[src/rtl/mac_sched.sv]
// Two-requester multiply-add scheduler: round-robin arbitration into a shared
// two-stage pipeline (product register, then sum/output register) with backpressure.
module mac_sched #(
    parameter int size = 8
) (
    input  logic              clk,
    input  logic              rst,
    input  logic              req0_valid,
    output logic              req0_ready,
    input  logic [size-1:0]   req0_a,
    input  logic [size-1:0]   req0_b,
    input  logic [size-1:0]   req0_c,
    input  logic              req1_valid,
    output logic              req1_ready,
    input  logic [size-1:0]   req1_a,
    input  logic [size-1:0]   req1_b,
    input  logic [size-1:0]   req1_c,
    output logic              res_valid,
    input  logic              res_ready,
    output logic [2*size:0]   res_data,
    output logic              res_id
);

    localparam int PW = 2 * size;
    localparam int RW = 2 * size + 1;

    logic              ptr_r;
    logic              s1_valid_r;
    logic              s1_id_r;
    logic [PW-1:0]     s1_prod_r;
    logic [size-1:0]   s1_c_r;
    logic              res_valid_r;
    logic              res_id_r;
    logic [RW-1:0]     res_data_r;

    logic              adv_s;
    logic              load_s;
    logic              grant_valid_s;
    logic              grant_id_s;
    logic              accept_s;
    logic [size-1:0]   op_a_s;
    logic [size-1:0]   op_b_s;
    logic [size-1:0]   op_c_s;

    // Stage 1 may load when it is empty or its content moves on this cycle.
    assign adv_s    = !res_valid_r || res_ready;
    assign load_s   = !s1_valid_r || adv_s;
    assign accept_s = req0_ready || req1_ready;

    // Round-robin arbitration: contention goes to the requester not served last.
    always_comb begin
        grant_valid_s = 1'b0;
        grant_id_s    = 1'b0;
        case ({req1_valid, req0_valid})
            2'b01: begin
                grant_valid_s = 1'b1;
                grant_id_s    = 1'b0;
            end
            2'b10: begin
                grant_valid_s = 1'b1;
                grant_id_s    = 1'b1;
            end
            2'b11: begin
                grant_valid_s = 1'b1;
                grant_id_s    = ~ptr_r;
            end
            default: begin
                grant_valid_s = 1'b0;
                grant_id_s    = 1'b0;
            end
        endcase
    end

    // Handshake outputs and operand selection for the granted requester.
    always_comb begin
        req0_ready = 1'b0;
        req1_ready = 1'b0;
        op_a_s     = req0_a;
        op_b_s     = req0_b;
        op_c_s     = req0_c;
        if (!rst && load_s && grant_valid_s) begin
            if (grant_id_s) begin
                req1_ready = 1'b1;
            end else begin
                req0_ready = 1'b1;
            end
        end else begin
            req0_ready = 1'b0;
            req1_ready = 1'b0;
        end
        if (grant_id_s) begin
            op_a_s = req1_a;
            op_b_s = req1_b;
            op_c_s = req1_c;
        end else begin
            op_a_s = req0_a;
            op_b_s = req0_b;
            op_c_s = req0_c;
        end
    end

    // Last-served pointer; resets to 1 so requester 0 wins the first contention.
    always_ff @(posedge clk) begin
        if (rst) begin
            ptr_r <= 1'b1;
        end else if (accept_s) begin
            ptr_r <= grant_id_s;
        end
    end

    // Stage 1: product, addend and issuing id, sampled only on accept.
    always_ff @(posedge clk) begin
        if (rst) begin
            s1_valid_r <= 1'b0;
            s1_id_r    <= 1'b0;
            s1_prod_r  <= {PW{1'b0}};
            s1_c_r     <= {size{1'b0}};
        end else if (load_s) begin
            s1_valid_r <= accept_s;
            if (accept_s) begin
                s1_id_r   <= grant_id_s;
                s1_prod_r <= PW'(op_a_s) * PW'(op_b_s);
                s1_c_r    <= op_c_s;
            end
        end
    end

    // Stage 2: the extra result bit absorbs the carry of product + C.
    always_ff @(posedge clk) begin
        if (rst) begin
            res_valid_r <= 1'b0;
            res_id_r    <= 1'b0;
            res_data_r  <= {RW{1'b0}};
        end else if (adv_s) begin
            res_valid_r <= s1_valid_r;
            if (s1_valid_r) begin
                res_id_r   <= s1_id_r;
                res_data_r <= RW'(s1_prod_r) + RW'(s1_c_r);
            end
        end
    end

    assign res_valid = res_valid_r;
    assign res_data  = res_data_r;
    assign res_id    = res_id_r;

endmodule

[config.mk]
export PLATFORM = sky130hd
export DESIGN_NAME = mac_sched
export DESIGN_NICKNAME = d
export VERILOG_FILES = /design/src/rtl/mac_sched.sv
export SDC_FILE = /design/constraint.sdc
export NUM_CORES = 1
export LEC_CHECK = 0
export ABC_AREA = 1
export CAP_MARGIN = 20
export CORE_MARGIN = 10
export CORE_UTILIZATION = 45
export DETAILED_ROUTE_END_ITERATION = 12
export MAX_ROUTING_LAYER = met4
export PLACE_DENSITY = 0.7
export SLEW_MARGIN = 5
export SYNTH_ARGS = -nofsm -noshare
export SYNTH_HDL_FRONTEND = slang
export SYNTH_SLANG_ARGS = --single-unit
[constraint.sdc]
create_clock -name clk -period 4.94 [get_ports clk]
set_input_delay 0.988 -clock clk [delete_from_list [all_inputs] [get_ports clk]]
set_output_delay 0.988 -clock clk [all_outputs]
set_load 0.05 [all_outputs]
---- Word-level counts from Yosys, hierarchy flattened ----
Index checks and enable logic that the tools add are counted.
operators by class
  $add $sub $neg .......................... 1
  multiply operators ...................... 1
  equal/unequal tests ..................... 3
  multiplexer cells ....................... 9
  bitwise logic cells ..................... 1
  reductions and logical operators ........ 11
operator list
  cell                                                 count
  2-to-1 mux 8 bit                                     3
  adder 16 x 8 -> 17 bit                               1
  multiplier 8 x 8 -> 16 bit                           1
  2-to-1 mux 1 bit                                     5
  equality test 2 bit, second input constant           2
  AND reduction 2 bit                                  2
  logical NOT 1 bit                                    3
  logical OR 1 bit                                     3
  OR reduction 3 bit                                   1
  equality test 2 x 1 -> 1 bit, second input constant  1
  logical AND 1 bit                                    2
  case mux 1 bit (2 select lines)                      1
  NOT 1 bit                                            1
word-level totals
  bits in registers ....................... 46
  input bits .............................. 53
  output and inout port bits .............. 21
  word-level logic and storage cells ...... 34

---- Logic depth before layout (Yosys ltp) ----
Gate-level depths: netlist of run 1.
  word-level depth ........................ 8
  mapped depth ............................ 26
  gate-level depth less buffers ........... 26

---- Worst setup path before layout of run 1 ----
OpenSTA, ideal clock, no wires.
  kind .................................... input to register
  start point ............................. input req0_valid
  end point ............................... register s1_prod_r[10]
  arrival time ............................ 4.802 ns
  slack ................................... 0.016 ns
  stages on the path ...................... 20
  buffers on the path ..................... 1
  cell sequence ........................... nand2_1 -> nand2_4 -> buf_4 -> o21ai_1 -> inv_2 -> nor2_1 -> fa_1 -> fa_1 -> fa_1 -> inv_1 -> fa_1 -> inv_1 -> ha_1 -> nand2_1 -> inv_1 -> nand2_1 -> nand2_1 -> a21oi_1 -> xor2_1 -> o21ai_0
between the ends
  cells in the longest elaborated chain, start to end .. 7
  elaborated cells on any way between the ends .. 16
  those cells by class .................... 1 x mul; 3 x eq/ne; 8 x mux; 4 x reduce/logical
ends and longest elaborated chain
  what                                                                line  source
  from (decl)                                                         8     input logic req0_valid,
  branches (longest 7 deep; another with multiplier 8 x 8 -> 16 bit)  -
  to (signal assigned)                                                116   s1_prod_r <= {PW{1'b0}};
  to (signal assigned)                                                122   s1_prod_r <= PW'(op_a_s) * PW'(op_b_s);
  to (decl)                                                           30    logic [PW-1:0] s1_prod_r;
Parallel ways; which one is timed is not known.
A chain may end at the register's enable or synchronous reset.

---- Worst setup path after layout of run 1 ----
  start point ............................. input req1_a[5]
  end point ............................... register s1_prod_r[10]
between the ends
  cells in the longest elaborated chain, start to end .. 2
ends and longest elaborated chain
  what                        line  source
  from (decl)                 15    input logic [size-1:0] req1_a,
  2-to-1 mux 8 bit            91    if (grant_id_s) begin
  multiplier 8 x 8 -> 16 bit  122
Every way passes these cells.

==> results of run 1 <==
timing repair:
action,4_1_cts,5_1_grt
pin swaps,4,35
endpoints found under the setup margin,10,10
setup buffers,0,5
gates resized for setup,33,46
cloned,2,0
cell families after synthesis:
group,count (synthesis)
flip-flops,46
AO/OA/AOI/OAI,78
buffers and inverters,158
AND/OR/NAND/NOR,342
adder cells (fa/ha/maj),81
XOR/XNOR,12
area by class of cell:
cell class	count	area (sq um)	area share
Tap cell	136	170	0.0261
Multi-Input combinational cell	515	3610	0.553
Timing Repair Buffer	132	1170	0.179
Clock buffer	6	82.6	0.0126
Clock inverter	1	30.0	0.00460
Sequential cell	46	921	0.141
Inverter	144	546	0.0835
worst max-delay path: stages:
cell	delay, ns
clkdlybuf4s50_1	0.45
inv_1	0.05
o21ai_2	0.17
buf_4	0.14
nand2_1	0.06
fa_1	0.45
fa_1	0.50
inv_1	0.06
fa_1	0.53
inv_1	0.05
fa_1	0.51
inv_2	0.05
ha_4	0.23
nand2_2	0.10
nor2_2	0.05
buf_4	0.13
a21oi_2	0.16
xor2_1	0.17
o21ai_0	0.08
sequential cells by signal, indices dropped and copies added, names as in the netlist:
| signal | count |
|---|---|
| ptr_r | 1 |
| s1_prod_r | 16 |
| s1_id_r | 1 |
| s1_valid_r | 1 |
| res_data | 17 |
| res_id | 1 |
| res_valid | 1 |
| s1_c_r | 8 |
per-stage QoR:
stage	power, mW	std cells	utilization	setup TNS, ns	worst slack, ns
6_report	2.68	980	0.627	0	0.182
5_1_grt	2.94	980	0.627	0	0.00413
4_1_cts	2.52	975	0.610	0	0.0135
3_5_place_dp	2.08	966	0.584	-6.55	-0.765
3_3_place_gp	2.04	966	0.584	-5.60	-0.654
2_1_floorplan	1.53	717	-	0	0.0155
placed cells by master (no fill, tap or decap), types with 2 or more instances in the layout:
cell type,count
ha_1,39
o21ai_4,7
o21ai_0,25
xor2_1,10
dfxtp_1,46
nor2_1,82
inv_4,2
inv_1,126
nor2_2,16
nand2_4,7
a31oi_1,9
buf_6,2
xnor2_1,2
o21ai_2,8
nor2_4,7
nand4_1,9
a21o_1,2
fa_1,37
nand2_2,11
o21ai_1,3
inv_2,16
clkdlybuf4s50_1,71
clkbuf_8,6
nor2_8,2
clkbuf_2,2
nand3_1,53
a21oi_2,6
ha_4,5
a21oi_1,13
buf_4,57
nand2_1,153
path summary, 6_finish.rpt:
kind,to,startpoint,depth (start not counted)
setup / recovery,s1_prod_r[10],req1_a[5],19
hold / removal,s1_prod_r[3],s1_prod_r[3],2
setup reg to reg,s1_prod_r[10],ptr_r,20
hold reg to reg,s1_prod_r[3],s1_prod_r[3],2
power by group:
part | switching [mW] | internal [mW] | leakage (nW) | total, mW
registers | 0.0633 | 0.436 | 0.381 | 0.500
logic | 1.04 | 0.852 | 2.90 | 1.89
clock network | 0.132 | 0.162 | 0.0573 | 0.294
total | 1.23 | 1.45 | 3.34 | 2.68
metal layers:
| layer | GRT usage | vias to the layer above | routed length, microns |
|---|---|---|---|
| met5 | - | - | 0 |
| met1 | 0.227 | 2294 | 6080 |
| met4 | 0.0540 | 0 | 291 |
| li1 | - | 2478 | - |
| met2 | 0.333 | 85 | 6730 |
| met3 | 0.0176 | 18 | 648 |
==> results.toml, run 1 <==
[global_routing]
grt_max_degree = 36
grt_pass1_vias = 4942
antenna_found_initial = 0
grt_usage = 0.190
grt_pass1_wl_mm = 23.1
overflow = 0

[synth]
ys.warnings.count = 0
synthSimpleGateAreaFrac = 0.299
synth_top_family_by_area = "simple AND/OR/NAND/NOR gates"
synthCells = 717
synth_area_sq_mm = 0.00486
syn_nets = 851
synth_mux_area_frac = 0
synthMostInstantiatedCell = "nand2_1"
synth_adder_area_share = 0.266
synth_edf_count = 0
synth_xor_area_frac = 0.0216
synthTopCellsByArea = "dfxtp_1, fa_1, nand2_1"
synth.avg_cell_area_sq_um = 6.78
synthArstFlopShare = 0
ys_seq_area_frac = 0.189
synth_top_area_cell = "dfxtp_1"
yosys-top-cells-count = "nand2_1, inv_1, nor2_1, nand3_1, dfxtp_1"
synth_top_area_share = 0.189
synth_compound_area_frac = 0.0963
synth-main-ff-cell = "dfxtp_1"
ys_seq_elements = 46
synth_cell_types = 36

[power]
peakVddDrop_uv = 308
leakage_nw = 3.34
powerDensity_mw_per_mm2 = 411

[timing]
slew_violations = 0
holdWs_ns = 0.484
final_hold_viol_count = 0
fin_crit_ns = 4.76
rsz0062_at_grt = "false"
finClkSkew_ns = 0.0117
max_freq_ghz = 0.210
final-setup-viol-count = 0
period_share = 0.963
worst_slew_margin_rel = 0.423
tightest_slew_ns = 0.864

[worst_setup_path]
r2r_slack_ns = 0.63
crit_type = "primary input to register"
crit_path_start_kind = "primary input"
cp-end-kind = "register"
cp_data_arrival_time_ns = 4.94
worst-path-max-fanout = 4
required_ns = 5.12

[detailed_routing]
first_iter_violations = 283
drtPass1Iterations = 5
dr_total_vias = 4875
totalWireLength_mm = 13.7
ant_nets = 0
avgViaCountPerCell = 4.97
wl_per_cell_microns = 14.0
drc = 0

[clock_tree]
cts_tree = "done"
numCtsBuffers = 5
clock_sinks = 46
ctsLongestPathBuffers = 2
cts-root-buf = "clkbuf_8"
htree_num_levels = 2
cts_hold_buf = 0
clk_pin_slew_ns = 0.09
clk_latency_ns = 0.30

[place]
place_area_sq_mm = 0.00609
dpl.hpwl_mm = 11.2
io_buffers = 73
place_congestion = 0.912

[finish]
drive_above_1_share = 0.186
finalInstanceArea_sq_mm = 0.00653
fin_nets = 978
final.fill_count = 977
antenna_cells = 0
area_growth_pct = 34.4

[floorplanning]
dieWidth_microns = 124
core_sq_mm = 0.0104
die_y_microns = 124
rows = 37
ios = 74
start_util = 0.467
die-area_sq_mm = 0.0154

[run_status]
status = "finished, final reports clean"

[hold_path]
hold_path.class = "register to register"

[run]
maxCapViolations = 0
(Power assumes the default switching activity.)
==> run 2, diff against run 1 <==
--- a/config.mk
+++ b/config.mk
@@ -12,6 +12,7 @@
 export DETAILED_ROUTE_END_ITERATION = 12
 export MAX_ROUTING_LAYER = met4
 export PLACE_DENSITY = 0.7
+export RECOVER_POWER = 100
 export SLEW_MARGIN = 5
 export SYNTH_ARGS = -nofsm -noshare
 export SYNTH_HDL_FRONTEND = slang
==> results.toml, run 2 (synthesized netlist as in run 1, its figures left out) <==
[run_status]
status = "finished, final reports clean"

[clock_tree]
ctsLongestPathBuffers = 2
cts-root-buf = "clkbuf_8"
cts_hold_buf = 0
htree_num_levels = 2
clk_pin_slew_ns = 0.09
clk_latency_ns = 0.30
clock_sinks = 46
cts_tree = "done"
numCtsBuffers = 5

[floorplanning]
ios = 74
rows = 37
core_sq_mm = 0.0104
dieWidth_microns = 124
die_y_microns = 124
die-area_sq_mm = 0.0154
start_util = 0.467

[finish]
layout_common_cells = "nand2_1, inv_1, nor2_1"
area_growth_pct = 34.0
fin_nets = 978
largest_reg_flops = 17
fin_util = 0.625
antenna_cells = 0
final_common_cell = "nand2_1"
fin_cells = 980
drive_above_1_share = 0.184

[worst_setup_path]
cp_data_arrival_time_ns = 4.94
cp-end-kind = "register"
crit_type = "primary input to register"
required_ns = 5.12
crit_path_start_kind = "primary input"
worst-path-max-fanout = 4

[detailed_routing]
avgViaCountPerCell = 4.96
drc = 0
ant_nets = 0
drtPass1Iterations = 5
totalWireLength_mm = 13.8
wl_per_cell_microns = 14.1
first_iter_violations = 239
dr_total_vias = 4857

[hold_path]
hold_path.class = "register to register"

[timing]
final-setup-viol-count = 0
finClkSkew_ns = 0.0118
rsz0062_at_grt = "false"
fin_crit_ns = 4.76
final.setup.worst_slack_ns = 0.176
max_freq_ghz = 0.210
fin_tns_setup_ns = 0
period_share = 0.964
worst_slew_margin_rel = 0.426
tightest_slew_ns = 0.861
final_hold_viol_count = 0
slew_violations = 0

[global_routing]
grt_usage = 0.190
grt_pass1_wl_mm = 23.1
antenna_found_initial = 0
grt_pass1_vias = 4942
grt_max_degree = 36
overflow = 0

[place]
dpl.hpwl_mm = 11.2
io_buffers = 73
dp.cells = 966
place_congestion = 0.912
preCtsSetupSlack_ns = -0.765

[power]
p_total_mw = 2.67
leakage_nw = 3.38
peakVddDrop_uv = 308
powerDensity_mw_per_mm2 = 411

[run]
maxCapViolations = 0
## run 2: critical path, cell delays in order
cell and delay, ns:
clkdlybuf4s50_1 0.45, inv_1 0.05, o21ai_2 0.17, buf_4 0.14
nand2_1 0.06, fa_1 0.45, fa_1 0.50, inv_1 0.06
fa_1 0.53, inv_1 0.05, fa_1 0.51, inv_2 0.05
ha_4 0.24, nand2_2 0.10, nor2_2 0.05, buf_4 0.13
a21oi_2 0.16, xor2_1 0.17, o21ai_0 0.08
## run 2: layout make-up
cell class                      count  area (sq um)
Fill cell                         982          3910
Multi-Input combinational cell    515          3590
Timing Repair Buffer              132          1170
Sequential cell                    46           921
Inverter                          144           546
Tap cell                          136           170
Clock buffer                        6          82.6
Clock inverter                      1          30.0
## run 2: worst paths after layout
path                      from       endpoint  slack (ns)  depth (start not counted)
setup / recovery     req1_a[5]  s1_prod_r[10]        0.18                         19
hold / removal    s1_prod_r[3]   s1_prod_r[3]        0.48                          2
setup reg to reg         ptr_r  s1_prod_r[10]        0.62                         20
hold reg to reg   s1_prod_r[3]   s1_prod_r[3]        0.48                          2
## run 2: repair_timing
action | in CTS | in global routing
buffers inserted | 0 | 5
setup endpoints to repair | 10 | 10
gates cloned | 2 | 0
pin swaps | 4 | 35
gates resized for setup | 33 | 46
## run 2: power breakdown
part,internal [mW],switching (mW)
registers,0.436,0.0630
clock network,0.162,0.131
logic,0.844,1.04
## run 2: per-layer routing
layer / track usage / up-vias / share of wire
li1: - / 2479 / -
met1: 0.227 / 2273 / 0.44
met2: 0.333 / 87 / 0.49
met3: 0.0176 / 18 / 0.046
met4: 0.0540 / 0 / 0.021
met5: - / - / 0
## run 2: per-stage QoR
step | instance area, sq um | hold WS, ns
detailed placement | 6090 | 0.470
floorplan | 4860 | 0.442
finish | 6510 | 0.481
global placement | 6090 | 0.461
global route | 6510 | 0.496
CTS | 6360 | 0.483
==> run 3, diff against run 2 <==
--- a/config.mk
+++ b/config.mk
@@ -17,3 +17,4 @@
 export SYNTH_ARGS = -nofsm -noshare
 export SYNTH_HDL_FRONTEND = slang
 export SYNTH_SLANG_ARGS = --single-unit
+export TNS_END_PERCENT = 100
==> constraint.sdc (replaced) <==
create_clock -name clk -period 3.9 [get_ports clk]
set_input_delay 0.78 -clock clk [delete_from_list [all_inputs] [get_ports clk]]
set_output_delay 0.78 -clock clk [all_outputs]
set_load 0.05 [all_outputs]
==> results.toml, run 3 (synthesized netlist as in run 1, its figures left out) <==
[worst_setup_path]
crit_buf_inv = 5
cp_data_arrival_time_ns = 4.58
worst-path-max-fanout = 6
crit_path_start_kind = "primary input"
crit_start = "req0_valid"
crit_type = "primary input to register"
cp-end-kind = "register"
required_ns = 4.08
crit_path_top_delay_cell = "fa_1"
crit_chain = "buf_8 -> nand2_8 -> nand2_8 -> buf_8 -> o21ai_4 -> nand2_2 -> fa_1 -> fa_1 -> inv_2 -> fa_1 -> inv_2 -> fa_1 -> inv_2 -> ha_4 -> nand2_2 -> nand2_2 -> nand2_2 -> nand2_2 -> a21oi_2 -> xor2_1 -> o21ai_1"
max_stage_delay_ns = 0.54
critPathTopFamily = "adder cells"
r2r_start = "ptr_r"
path_common_cell = "nand2_2"

[finish]
largest_reg_flops = 17
final.fill_count = 929
layout_common_cells = "nand2_1, inv_1, nor2_1"
antenna_cells = 0
fin_nets = 986
finalInstanceArea_sq_mm = 0.00689
drive_above_1_share = 0.263
final_common_cell = "nand2_1"
area_growth_pct = 41.7

[timing]
final.setup.worst_slack_ns = -0.503
period_share = 1.13
final_hold_viol_count = 0
final-setup-viol-count = 10
fin_crit_ns = 4.40
max_freq_ghz = 0.227
finClkSkew_ns = 0.0105
rsz0062_at_grt = "true"
worst_slew_margin_rel = 0.269
tightest_slew_ns = 1.10
slew_violations = 0

[clock_tree]
htree_num_levels = 2
clk_latency_ns = 0.29
numCtsBuffers = 5
cts_tree = "done"
clk_pin_slew_ns = 0.09
clock_sinks = 46
cts-root-buf = "clkbuf_8"
ctsLongestPathBuffers = 2

[run]
maxCapViolations = 0

[detailed_routing]
first_iter_violations = 231
totalWireLength_mm = 14.1
drc = 0
avgViaCountPerCell = 4.96
ant_nets = 0
drtPass1Iterations = 4
wl_per_cell_microns = 14.2
dr_total_vias = 4906

[hold_path]
hp-start = "s1_prod_r[2]"
hold_path.class = "register to register"

[run_status]
status = "complete, but fails checks"
violations = "setup timing"

[power]
p_total_mw = 3.65
peakVddDrop_uv = 526
powerDensity_mw_per_mm2 = 530
leakage_nw = 3.49

[place]
dpl.hpwl_mm = 11.3
place_congestion = 0.906
io_buffers = 73
place_area_sq_mm = 0.00634

[floorplanning]
rows = 37
dieWidth_microns = 124
die_y_microns = 124
start_util = 0.467
die-area_sq_mm = 0.0154
ios = 74
core_sq_mm = 0.0104

[global_routing]
grt_pass1_vias = 5041
antenna_found_initial = 0
grt_usage = 0.193
grt_max_degree = 36
grt_pass1_wl_mm = 23.5
overflow = 0
==> run 3: through the flow <==
step                      setup TNS (ns)   util  hold slack [ns]  instances  worst slack (ns)
after floorplan                    -3.66      -            0.447        717            -0.450
after global placement            -13.89  0.608            0.462        966             -1.36
after detailed placement          -14.46  0.608            0.472        966             -1.39
after CTS                          -4.13  0.637            0.487        982            -0.532
after global routing               -5.79  0.661            0.502        989            -0.678
final                              -4.04  0.661            0.483        989            -0.503
==> run 3: worst register-to-register path, stage by stage, from the launching register on <==
cell     delay (ns)
dfxtp_1        0.45
nand2_8        0.12
nand2_8        0.13
inv_6          0.03
or2_1          0.21
o21a_4         0.14
nand2_2        0.08
fa_1           0.42
fa_1           0.54
inv_2          0.04
fa_1           0.49
inv_2          0.04
fa_1           0.51
inv_2          0.04
ha_4           0.24
nand2_2        0.07
nand2_2        0.06
nand2_2        0.06
nand2_2        0.06
a21oi_2        0.11
xor2_1         0.23
o21ai_1        0.08
==> run 3: report_power, final <==
| group | total (mW) | switching [mW] | internal [mW] |
|---|---|---|---|
| sequential | 0.632 | 0.0794 | 0.553 |
| combinational | 2.66 | 1.47 | 1.19 |
| clock | 0.356 | 0.164 | 0.191 |
| total | 3.65 | 1.71 | 1.93 |
==> run 3: layer usage <==
layer  track usage  wire length [microns]  part of all wire  vias to the layer above
met4        0.0374                    173             0.012                        0
li1              -                      -                 -                     2494
met2         0.348                   7210              0.51                       87
met3        0.0217                    533             0.038                       14
met1         0.227                   6140              0.44                     2311
met5             -                      0                 0                        -
==> run 3: layout make-up <==
cell class	count	area (sq um)	share of cell area
multi-input combinational	515	3860	0.560
timing repair buffer	140	1270	0.184
sequential	46	921	0.134
inverter	144	558	0.0810
tap	136	170	0.0247
clock buffer	6	72.6	0.0105
clock inverter	2	37.5	0.00545
==> run 3: repair_timing <==
action / in CTS / in global routing
resized for setup: 67 / 56
buffers inserted: 6 / 7
cloned: 2 / 0
endpoints found under the setup margin: 12 / 11
hold buffers: 0 / 0
pin swaps: 42 / 33
hold endpoints to repair: 0 / 0
==> run 3: path summary, 6_finish.rpt <==
check                        to  slack [ns]  depth (start not counted)
setup / recovery  s1_prod_r[10]       -0.50                         21
hold / removal     s1_prod_r[2]        0.48                          2
setup reg to reg  s1_prod_r[10]       -0.35                         21
hold reg to reg    s1_prod_r[2]        0.48                          2
==> RTL edit 1: new RTL, settings of run 1 <==
Set the parameter `size` to 4 (it was 8).
--- a/src/rtl/mac_sched.sv
+++ b/src/rtl/mac_sched.sv
@@ -1,7 +1,7 @@
 // Two-requester multiply-add scheduler: round-robin arbitration into a shared
 // two-stage pipeline (product register, then sum/output register) with backpressure.
 module mac_sched #(
-    parameter int size = 8
+    parameter int size = 4
 ) (
     input  logic              clk,
     input  logic              rst,
Ports: changed (7 resized); port bits go from 74 to 42. The function was not compared with the original's and may differ.
==> RTL edit 1 against run 1 <==
- cell area fell by 65%
- critical endpoint is now s1_prod_r[6]
- sequential power fell by 51%
- wire length fell by 71%
- worst setup slack improved by 0.34 ns
- sequential share of layout area rose by 8.5 points
- critical path depth fell by 1
- synthesized area fell by 62%
- sequential cell count fell by 20
- clock power fell by 60%
- fmax rose by 7.8%
- total power fell by 78%
- largest power group is now registers
- critical path type unchanged
==> RTL edit 1: results (changes against run 1) <==
- Num CTS Buffers: 3 (-2)
- Synth Area in Adders: 16.33% (-10 points)
- FF-to-FF path depth: 18 (-10%)
- First-pass GRT wire length: 7286 um (-68%)
- Part of the Yosys area used for sequential elements: 28.30% (+9.4 points)
- Leak pwr: 1.141 nW (-66%)
- Nets: 359 (-63%)
- Mapped Nets: 317 (-63%)
- Max VDD drop: 143.7 uV (-53%)
- Top cells by area, synth: dfxtp_1 (28%), nand2_1 (15%), ha_1 (11%)
- Outcome: complete, no violations
- Port bufs: 41 (-44%)
- GRT Overall Usage: 11.93% (-7.1 points)
- Headroom to the max-slew limit: 66.20% (+24 points)
- Vias per Instance: 4.667 (-6.2%)
- Clk_lat worst skew: 0.27 ns (-0.03 ns)
- Largest net degree at the start of global routing: 20 (-44%)
- Placed cell area: 2263 um2 (-63%)
- Detailed Route Iter0 Violations: 63 (-78%)
- Critical Path AT: 4.58 ns (-0.36 ns)
- Max reg flops: 9 (-8)
- CP startpoint: req1_valid
- Setup Skew: 0.005142 ns (-0.006527 ns)
- Compound-Gate Fraction of Synth Area: 12.04% (+2.4 points)
- H-tree levels: 1 (-1)
- Post-CTS sizing: 0 (-100%)
- Commonest cells post-synth: nand2_1 (73), inv_1 (39), nor2_1 (29), dfxtp_1 (26), nand3_1 (19)
- Max FO, Critical Path: 18 (+14)
- Share of cells above drive strength 1: 5.537% (-13 points)
- R2r endpoint: s1_prod_r[6]
- Place WS: 0.2087 ns (+0.9732 ns)
- Hold Startpoint: ptr_r
- Worst Hold Path EP: ptr_r
- Xor and xnor area share after synthesis: 0.9524% (-1.2 points)
- Period utilization: 89.36% (-7.0 points)
- Post-synthesis cell type count: 28 (-22%)
RTL edit 1: report_power, final:
part	internal [mW]	total (mW)	leakage, nW	switching [mW]
combinational	0.0932	0.225	0.905	0.132
sequential	0.231	0.246	0.215	0.0155
clock	0.0546	0.117	0.0216	0.0620
total	0.379	0.588	1.14	0.209
RTL edit 1: routing by layer:
layer  vias to the layer above  GRT usage [%]  share of wire, %
li1                        917              -                 -
met5                         -              -                 0
met3                         2          3.125               4.4
met2                        36          19.79                44
met4                         0          2.588              0.76
met1                       711          14.06                51
RTL edit 1: cell type report:
class | instances | area (um2)
clock buffer | 3 | 41.29
fill | 392 | 1667
timing repair buffer | 44 | 432.9
tap | 50 | 62.56
multi-input combinational | 191 | 1081
inverter | 43 | 166.4
sequential | 26 | 520.5
RTL edit 1: through the flow:
step                hold slack [ns]  cells
floorplan                    0.4287    267
global placement             0.4526    354
detailed placement           0.4515    354
CTS                          0.4716    357
global route                 0.4953    357
finish                       0.4675    357
==> RTL edit 2: new RTL, settings of run 1 <==
Without the edit above. Make the reset (`rst`) asynchronous in 3 clocked blocks.
--- a/src/rtl/mac_sched.sv
+++ b/src/rtl/mac_sched.sv
@@ -100,7 +100,7 @@
     end
 
     // Last-served pointer; resets to 1 so requester 0 wins the first contention.
-    always_ff @(posedge clk) begin
+    always_ff @(posedge clk or posedge rst) begin
         if (rst) begin
             ptr_r <= 1'b1;
         end else if (accept_s) begin
@@ -109,7 +109,7 @@
     end
 
     // Stage 1: product, addend and issuing id, sampled only on accept.
-    always_ff @(posedge clk) begin
+    always_ff @(posedge clk or posedge rst) begin
         if (rst) begin
             s1_valid_r <= 1'b0;
             s1_id_r    <= 1'b0;
@@ -126,7 +126,7 @@
     end
 
     // Stage 2: the extra result bit absorbs the carry of product + C.
-    always_ff @(posedge clk) begin
+    always_ff @(posedge clk or posedge rst) begin
         if (rst) begin
             res_valid_r <= 1'b0;
             res_id_r    <= 1'b0;
Check against the original RTL: not equivalent (Yosys sat finds a counterexample within 4 cycles, from zero or initial values and one cycle with rst high; the reset may be asserted at any time).
==> RTL edit 2 against run 1 <==
- synthesized area decreased by 1.1%
- die area down 0.93%
- cell area grew 3.7%
- total power is 33% higher
- non-clock buffer count increased by 2
- highest routed layer unchanged
- largest cell class unchanged
- critical path type unchanged
- worst setup slack better by 0.066 ns
- critical endpoint is now s1_prod_r[15]
- largest power group unchanged
- sequential cell count is the same
- wire length decreased by 7.9%
==> RTL edit 2: results (changes against run 1) <==
- Outcome: complete, no violations
- FF-to-FF path depth: 23 (+15%)
- Critical Path AT: 4.89 ns (-0.05 ns)
- Commonest cells post-synth: nand2_1 (215), inv_1 (138), nor2_1 (68), nand3_1 (47), dfrtp_1 (45)
- Worst Max-Slew Pin Slew: 0.7349 ns (-0.1289 ns)
- Mapped Nets: 820 (-3.6%)
- Launch point of the worst reg-to-reg path: ptr_r
- Switching Fraction: 50.44% (+4.5 points)
- Setup Skew: 0.005905 ns (-0.005764 ns)
- Vias per Instance: 4.873 (-2.0%)
- Routed WL per cell: 13.27 um (-5.4%)
- Share of flip-flops with an asynchronous set or reset: 100.0% (+100 points)
- Hold Startpoint: res_data[1]
- Largest net degree at the start of global routing: 47 (+31%)
- Placed cell area: 6038 um2 (-0.78%)
- First-pass DRT Iterations: 4 (-1)
- Top cells by area, synth: dfrtp_1 (23%), nand2_1 (17%), fa_1 (15%)
- Flop-to-flop setup slack: 0.57 ns (-0.06 ns)
- Vias in the first global route: 4,924 (-0.36%)
- Slowest stage cell, crit path: fa_1
- Max VDD drop: 305.1 uV (-0.96%)
- Detailed Route Iter0 Violations: 234 (-17%)
- CP startpoint: req0_valid
- Hold WS: 0.4849 ns (+0.001264 ns)
- Nets: 951 (-2.8%)
- Leak pwr: 3.549 nW (+6.2%)
- Place WS: -0.7171 ns (+0.04743 ns)
- Routability cong.: 0.8973 (-1.6%)
- GRT Overall Usage: 17.65% (-1.3 points)
- R2r endpoint: s1_prod_r[15]
- Share of cells above drive strength 1: 21.52% (+2.9 points)
- Worst Hold Path EP: res_data[1]
- Main synth FF type: dfrtp_1
- Post-DP HPWL: 10,120 um (-9.7%)
RTL edit 2: changes by cell type in the layout (fill, tap and decap cells not counted), moves of 8 or more:
cell,run 1,this run
inv_1,126,115
nand3_1,53,43
nand2_1,153,190
dfxtp_1,46,0
a31oi_1,9,0
xor2_1,10,2
dfrtp_1,0,45
nand2_2,11,22
nor2_1,82,47
RTL edit 2: cell type report:
| class | instances | area [um2] |
|---|---|---|
| fillers | 920 | 3597 |
| multi-input cells | 489 | 3513 |
| repair buffers | 134 | 1303 |
| flip-flops and latches | 46 | 1152 |
| inverters | 141 | 543.0 |
| well taps | 136 | 170.2 |
| clock buffers | 7 | 86.33 |
| clock inverters | 1 | 5.005 |
RTL edit 2: kinds of logic after synthesis:
family,count (synthesis),share of synthesized area [%]
adder cells (fa/ha/maj),81,26.86
flip-flops,46,23.97
AND/OR/NAND/NOR,343,28.71
buffers and inverters,151,12.34
XOR/XNOR,10,1.822
AO/OA/AOI/OAI,55,6.299
RTL edit 2: worst reg2reg max path: stages, from the launching register on:
cell	delay (ns)
dfstp_2	0.54
nand2_2	0.09
nand2_8	0.14
buf_16	0.14
nand2_2	0.06
o21ai_4	0.08
inv_2	0.08
buf_12	0.13
nor2_4	0.08
fa_1	0.42
fa_1	0.50
fa_1	0.50
inv_2	0.04
fa_1	0.49
inv_2	0.05
ha_4	0.31
nand2_4	0.08
nor2_4	0.11
and2_1	0.13
nand2_1	0.07
nand3_1	0.07
nand2_1	0.06
nand3_2	0.05
nand2_1	0.04
RTL edit 2: metrics by stage:
stage | instances | TNS (ns)
finish | 954 | 0
detailed placement | 933 | -6.368
CTS | 950 | -0.003209
floorplan | 686 | 0
global placement | 933 | -5.768
global route | 954 | 0
RTL edit 2: power groups by stage:
stage	Combinational (mW)	Sequential, mW	Clock (mW)
finish	2.73	0.611	0.233
global route	3.04	0.626	0.258
CTS	2.31	0.610	0.238
detailed placement	2.14	0.616	0
global placement	2.10	0.609	0
floorplan	1.25	0.808	0
RTL edit 2: worst max path at each step:
stage          slack [ns]            end
2_1_floorplan        0.04  s1_prod_r[15]
5_1_grt              0.05  s1_prod_r[15]
4_1_cts            -0.003  s1_prod_r[15]
3_5_place_dp        -0.72  s1_prod_r[13]
3_3_place_gp        -0.66  s1_prod_r[15]
6_report             0.25  s1_prod_r[15]
RTL edit 2: what timing repair did:
item	CTS	global route
endpoints found under the setup margin	9	9
pin swaps	11	34
setup buffers	6	4
gates resized for setup	61	86
cloned	3	0
RTL edit 2: routing by layer:
metal	vias to the layer above	GRT usage (%)	part of all wire (%)
li1	2358	-	-
met1	2175	20.14	42
met2	100	31.79	52
met3	16	2.416	4.6
met4	0	4.512	1.4
met5	-	-	0
